## config.mk

```make
export PLATFORM = sky130hd
export DESIGN_NAME = gates_4_flat
export DESIGN_NICKNAME = d
export VERILOG_FILES = /design/src/rtl/gates4_pkg.sv /design/src/rtl/gates_4_if.sv /design/src/rtl/gates4_reduce.sv /design/src/rtl/gates_4.sv /design/src/flat_wrapper.sv
export SDC_FILE = /design/constraint.sdc
export NUM_CORES = 1
export LEC_CHECK = 0
export BUFFER_PORTS_ARGS = -buffer_cell sky130_fd_sc_hd__buf_2
export CORE_AREA = 5 5 42 44
export DETAILED_ROUTE_END_ITERATION = 16
export DIE_AREA = 0 0 47 49
export HOLD_SLACK_MARGIN = 0.05
export PLACE_DENSITY = 0.36
export SLEW_MARGIN = 10
export SYNTH_ARGS = -nofsm -noshare
export SYNTH_HDL_FRONTEND = slang
export SYNTH_HIERARCHICAL = 1
export SYNTH_SLANG_ARGS = --single-unit
```

## constraint.sdc

```tcl
create_clock -name clk -period 1 [get_ports clk]
set_input_delay 0.1 -clock clk [delete_from_list [all_inputs] [get_ports clk]]
set_output_delay 0.1 -clock clk [all_outputs]
set_load 0.005 [all_outputs]
```

## src/rtl/gates4_pkg.sv

```systemverilog
// Shared types and sizing for the gates_4 reduction unit.
package gates4_pkg;

  localparam int GATES4_W = 4;

  typedef struct packed {
    logic and_r;
    logic or_r;
    logic xor_r;
  } gates4_res_t;

endpackage

```

## src/rtl/gates_4_if.sv

```systemverilog
// Operand/result bundle for gates_4: master drives x/in_valid, slave returns the reductions.
interface gates_4_if #(
  parameter int WIDTH = 4
) ();

  logic [WIDTH-1:0] x;
  logic             in_valid;
  logic             and4_;
  logic             or4_;
  logic             xor4_;
  logic             out_valid;

  modport master (
    output x, in_valid,
    input  and4_, or4_, xor4_, out_valid
  );

  modport slave (
    input  x, in_valid,
    output and4_, or4_, xor4_, out_valid
  );

endinterface

```

## src/rtl/gates4_reduce.sv

```systemverilog
// Purely combinational AND/OR/XOR reductions of the operand vector.
module gates4_reduce
  import gates4_pkg::*;
#(
  parameter int WIDTH = GATES4_W
) (
  input  logic [WIDTH-1:0] x,
  output logic             and_r,
  output logic             or_r,
  output logic             xor_r
);

  assign and_r = &x;
  assign or_r  = |x;
  assign xor_r = ^x;

endmodule

```

## src/rtl/gates_4.sv

```systemverilog
// Registered four-input reduction unit: one result per valid input, 1-cycle latency.
module gates_4
  import gates4_pkg::*;
#(
  parameter int WIDTH = GATES4_W
) (
  input  logic       clk,
  input  logic       rst_n,
  gates_4_if.slave   bus
);

  gates4_res_t res_p0;
  gates4_res_t res_p1;
  logic        vld_p1;

  gates4_reduce #(
    .WIDTH (WIDTH)
  ) u_reduce (
    .x     (bus.x),
    .and_r (res_p0.and_r),
    .or_r  (res_p0.or_r),
    .xor_r (res_p0.xor_r)
  );

  // p0 -> p1: capture on valid, hold otherwise; reset clears data too so LEDs go dark at once
  always_ff @(posedge clk or negedge rst_n) begin
    if (!rst_n) begin
      res_p1 <= '0;
      vld_p1 <= 1'b0;
    end else begin
      vld_p1 <= bus.in_valid;
      if (bus.in_valid) begin
        res_p1 <= res_p0;
      end
    end
  end

  assign bus.and4_     = res_p1.and_r;
  assign bus.or4_      = res_p1.or_r;
  assign bus.xor4_     = res_p1.xor_r;
  assign bus.out_valid = vld_p1;

endmodule

```

## src/flat_wrapper.sv

```systemverilog
// flat-port wrapper written by rule: the top's interface ports become plain ports
module gates_4_flat import gates4_pkg::*;
#(
  parameter int WIDTH = GATES4_W
)
  (clk, rst_n, bus_x, bus_in_valid, bus_and4_, bus_or4_, bus_xor4_, bus_out_valid);
  gates_4_if #(.WIDTH(WIDTH)) bus_i ();
  input  logic clk;
  input  logic rst_n;
  input wire logic [$bits(bus_i.x)-1:0] bus_x;
  input wire logic [$bits(bus_i.in_valid)-1:0] bus_in_valid;
  output wire logic [$bits(bus_i.and4_)-1:0] bus_and4_;
  output wire logic [$bits(bus_i.or4_)-1:0] bus_or4_;
  output wire logic [$bits(bus_i.xor4_)-1:0] bus_xor4_;
  output wire logic [$bits(bus_i.out_valid)-1:0] bus_out_valid;
  assign bus_i.x = bus_x;
  assign bus_i.in_valid = bus_in_valid;
  assign bus_and4_ = bus_i.and4_;
  assign bus_or4_ = bus_i.or4_;
  assign bus_xor4_ = bus_i.xor4_;
  assign bus_out_valid = bus_i.out_valid;
  gates_4 #(.WIDTH(WIDTH)) u_core (.clk(clk), .rst_n(rst_n), .bus(bus_i));
endmodule
```

# [Yosys cells after proc, flatten, opt, wreduce, memory -nomap -nowiden]
# Cells that the tools add are included.
[word_totals] register_bits=4 out_inout_bits=4
[op_classes] reduce_logical=3
[ops] op="$reduce_and A4 Y1" count=1
[ops] op="$reduce_or A4 Y1" count=1
[ops] op="$reduce_xor A4 Y1" count=1

# [Logic depth before layout (Yosys ltp)]
[logic_depth] word_depth=1 ltp_mapped=4 mapped_depth_nobuf=4

# [By module]
# The synthesis kept the hierarchy.
[modules_own_cells] module="gates_4" seq_area_each_um2=100.1 instances=1 cells_each=7 area_each_um2=133.9
[modules_own_cells] module="gates4_reduce" seq_area_each_um2=0.0 instances=1 cells_each=11 area_each_um2=83.8

# [Worst setup path after synthesis]
# No wires, ideal clock.
[synth_path] path_type="input-to-reg" startpoint="in bus_x[0]" endpoint="reg u_core.res_p1, in the netlist u_core/bus.xor4_" path_slack_ns=0.071 n_path_buf=0 path_stages=4 t_required_ns=0.875 arrival_ns=0.804 path_cell_list="inv_1 > ha_1 > xor2_1 > mux2_2"
[synth_lines] element="start, declared" line="flat_wrapper.sv:10" rtl="input wire logic [$bits(bus_i.x)-1:0] bus_x;"
[synth_lines] element="end signal, assigned" line="gates_4.sv:33" rtl="res_p1 <= res_p0;"
[synth_lines] element="end, declared" line="gates_4.sv:13" rtl="gates4_res_t res_p1;"

# [Final worst setup path]
[layout_path] startpoint="in bus_in_valid" endpoint="reg u_core.res_p1, in the netlist u_core/bus.or4_"
[layout_lines] element="start, declared" line="flat_wrapper.sv:11" rtl="input wire logic [$bits(bus_i.in_valid)-1:0] bus_in_valid;"
# No word-level cell between the ends.

==> results.md <==
* Die height at 49 µm
* Top FF cell, synth: dfrtp_1
* Clk_skew at 0 ns
* Vias at 189
* Clk sinks at 4
* #FFs+latches synth at 4
* Global routing met1 resource utilization at 4.86%
* Worst-Skew Late Latency at 0.23 ns
* Xor/xnor share of the synthesized area at 4.02%
* Critical Path Stages at 3
* Drt first pass iters at 1
* TritonCTS clock tree: yes
* Reg2Reg Depth at 1
* Drt initial violations at 0
* Routed wire length at 492 µm
* Layout fillers at 160
* I/O Buffers at 10
* CP Data Arrival Time at 1.08 ns
* Syn. warnings at 6
* Ys async rst share at 100%
* Largest net degree at the start of global routing at 5
* Die ar. at 0.00230 mm²
* Critical path startpoint: bus_in_valid
* Yosys cell types at 7
* Hold Vio Cnt, Final at 0
* Layout cells sized above 1 at 51.4%
* Number of synthesized flops with an enable pin at 0
* Overflow left after global routing at 0
* Layout Area Growth over Synthesis at 59.8%
* Post-Syn Nets at 29
* CP delay by family, top: buffers and inverters
* Mapped Area at 218 µm²
* Crit path time final at 0.964 ns
* H-tree depth at 1
* GPL Wtd Cong at 0.707
* Complex-gate fraction of the synthesized area at 0%
* Finished Cell Area at 348 µm²
* CP required at 1.11 ns
* Busiest layer in global routing: met2
* Mean Syn Cell Area at 12.1 µm²
* Largest family of logic cells by synthesized area: adder cells
* Clock buffer count from CTS at 3
* Routed WL per cell at 9.65 µm
* Gate Count Post-Synth at 18
* Vias in the first global route at 228
* CP endpoint kind: flip-flop
* Placeable Area at 0.00140 mm²
* Synth area leader: dfrtp_1
* Hold_ws at 0.204 ns
* Area share of the leading cell type in the synthesized netlist at 46.0%
* Fin crit share at 96.4%
* Num rows at 14
* Initial antenna violation count at 0
* Root Driver: clkbuf_4
* # diodes at 0
* First-pass GRT wire length at 841 µm
* Synth Area in Adders at 23.0%
* CP Cell Sequence: dlygate4sd3_1 > buf_4 > mux2_2
* Post-synthesis simple-gate area fraction at 4.60%
* DR vias/cell at 3.71
* Post-route insts no fill at 51
* Worst flop-to-flop path startpoint: u_core/bus.or4_$_DFFE_PN0P_
* Max_slew headroom at 91.6%
* Final setup vio count at 0
* Top post-synthesis cells by area: dfrtp_1, ha_1, mux2_2, inv_1, xor2_1
* Initial core utilization at 15.5%
* Slew Viols, Final at 0
* Grt met2 use at 7.92%
* RSZ-0062 raised after global routing: no
* Place WS at -0.0763 ns
* Placed Cells at 46
* Post-route DRC at 0
* Worst hold path type: in -> async
* Leak pwr at 0.190 nW
* Worst setup SP type: input pin
* Power per cell area at 1340 mW/mm²
* Commonest cells post-synth: dfrtp_1, ha_1, inv_1
* Status: complete, no violations
* CP max FO at 4
* I/O pin cnt at 11
* CTS max path bufs at 2
* Setup slack after layout at 0.0356 ns
* Largest stage delay on the critical path at 0.52 ns
* Global-route usage over all layers at 5.64%
* Post-synthesis mux area share at 15.5%
* Clk slew on worst S/H paths at 0.04 ns
* Routed Antenna Nets at 0
* Area after DPL at 303 µm²
* GR met3 Demand/Resource at 2.95%
* Chip Width at 47 µm
* VDD IR max at 204 µV
* Crit path buf inv count at 2
* Peak Freq at 1040 MHz
* Worst Max-Slew Pin Slew at 0.126 ns
* Setup TNS at 0 ns
* Max-cap viol count at 0
* Sequential share of the synthesized area at 46.0%
* Slowest cell on the critical path: dlygate4sd3_1
* Critical path class: in -> reg
* Fin nets at 48
## power by group
group	leakage, nW	switching (mW)	internal [mW]	total [mW]
combinational	0.130	0.0337	0.0505	0.0842
sequential	0.0462	0.00634	0.178	0.184
clock	0.0138	0.0635	0.134	0.198
total	0.190	0.104	0.363	0.466
## cells by family after synthesis
kind of cell	after synthesis
simple gates	2
fa+ha+maj	4
xor+xnor	1
flops	4
mux	3
buf+inv	4
## cell type report
cell class | count | area (µm²) | share of cell area [%]
Clock buffer | 3 | 22.5 | 6.47
Inverter | 4 | 15.0 | 4.32
Multi-Input combinational cell | 10 | 103 | 29.5
Sequential cell | 4 | 100 | 28.8
Tap cell | 16 | 20.0 | 5.76
Timing Repair Buffer | 14 | 87.6 | 25.2
## registers in the layout, summed over array words and instances, names as in the netlist
register and cells:
u_core/bus.or4_ 1, u_core/bus.and4_ 1, u_core/bus.xor4_ 1, u_core/bus.out_valid 1
## metrics by stage
step	util, %	power [mW]
2_1_floorplan	-	0.219
3_3_place_gp	21.6	0.261
3_5_place_dp	21.6	0.266
4_1_cts	24.6	0.480
5_1_grt	24.8	0.501
6_report	24.8	0.466
## worst paths after layout
kind | endpoint | slack (ns)
setup / recovery | u_core/bus.or4_$_DFFE_PN0P_ | 0.04
hold / removal | u_core/bus.and4_$_DFFE_PN0P_ | 0.20
setup reg to reg | u_core/bus.or4_$_DFFE_PN0P_ | 0.24
hold reg to reg | u_core/bus.xor4_$_DFFE_PN0P_ | 0.50
max in group asynchronous | u_core/bus.or4_$_DFFE_PN0P_ | 0.67
min in group clk | u_core/bus.and4_$_DFFE_PN0P_ | 0.36
## layout by cell type (no fill, tap or decap)
cell,count
buf_2,9
dlygate4sd3_1,2
mux2_2,3
dfrtp_1,4
inv_1,4
xor2_1,1
buf_4,3
nand2_1,1
clkbuf_4,3
and2_1,1
ha_1,4
## layer usage
layer  vias to the layer above  wire length [µm]
met3                         4                85
li1                         90                 -
met1                        82               188
met4                         0                27
met5                         -                 0
met2                        13               190
## repair_timing
| action | 4_1_cts | 5_1_grt |
|---|---|---|
| hold endpoints to repair | 5 | 0 |
| resized for setup | 0 | 1 |
| hold buffers | 2 | 0 |
| buffers inserted | 0 | 0 |
| setup endpoints to repair | 0 | 2 |
Power figures use the tool's default switching activity.
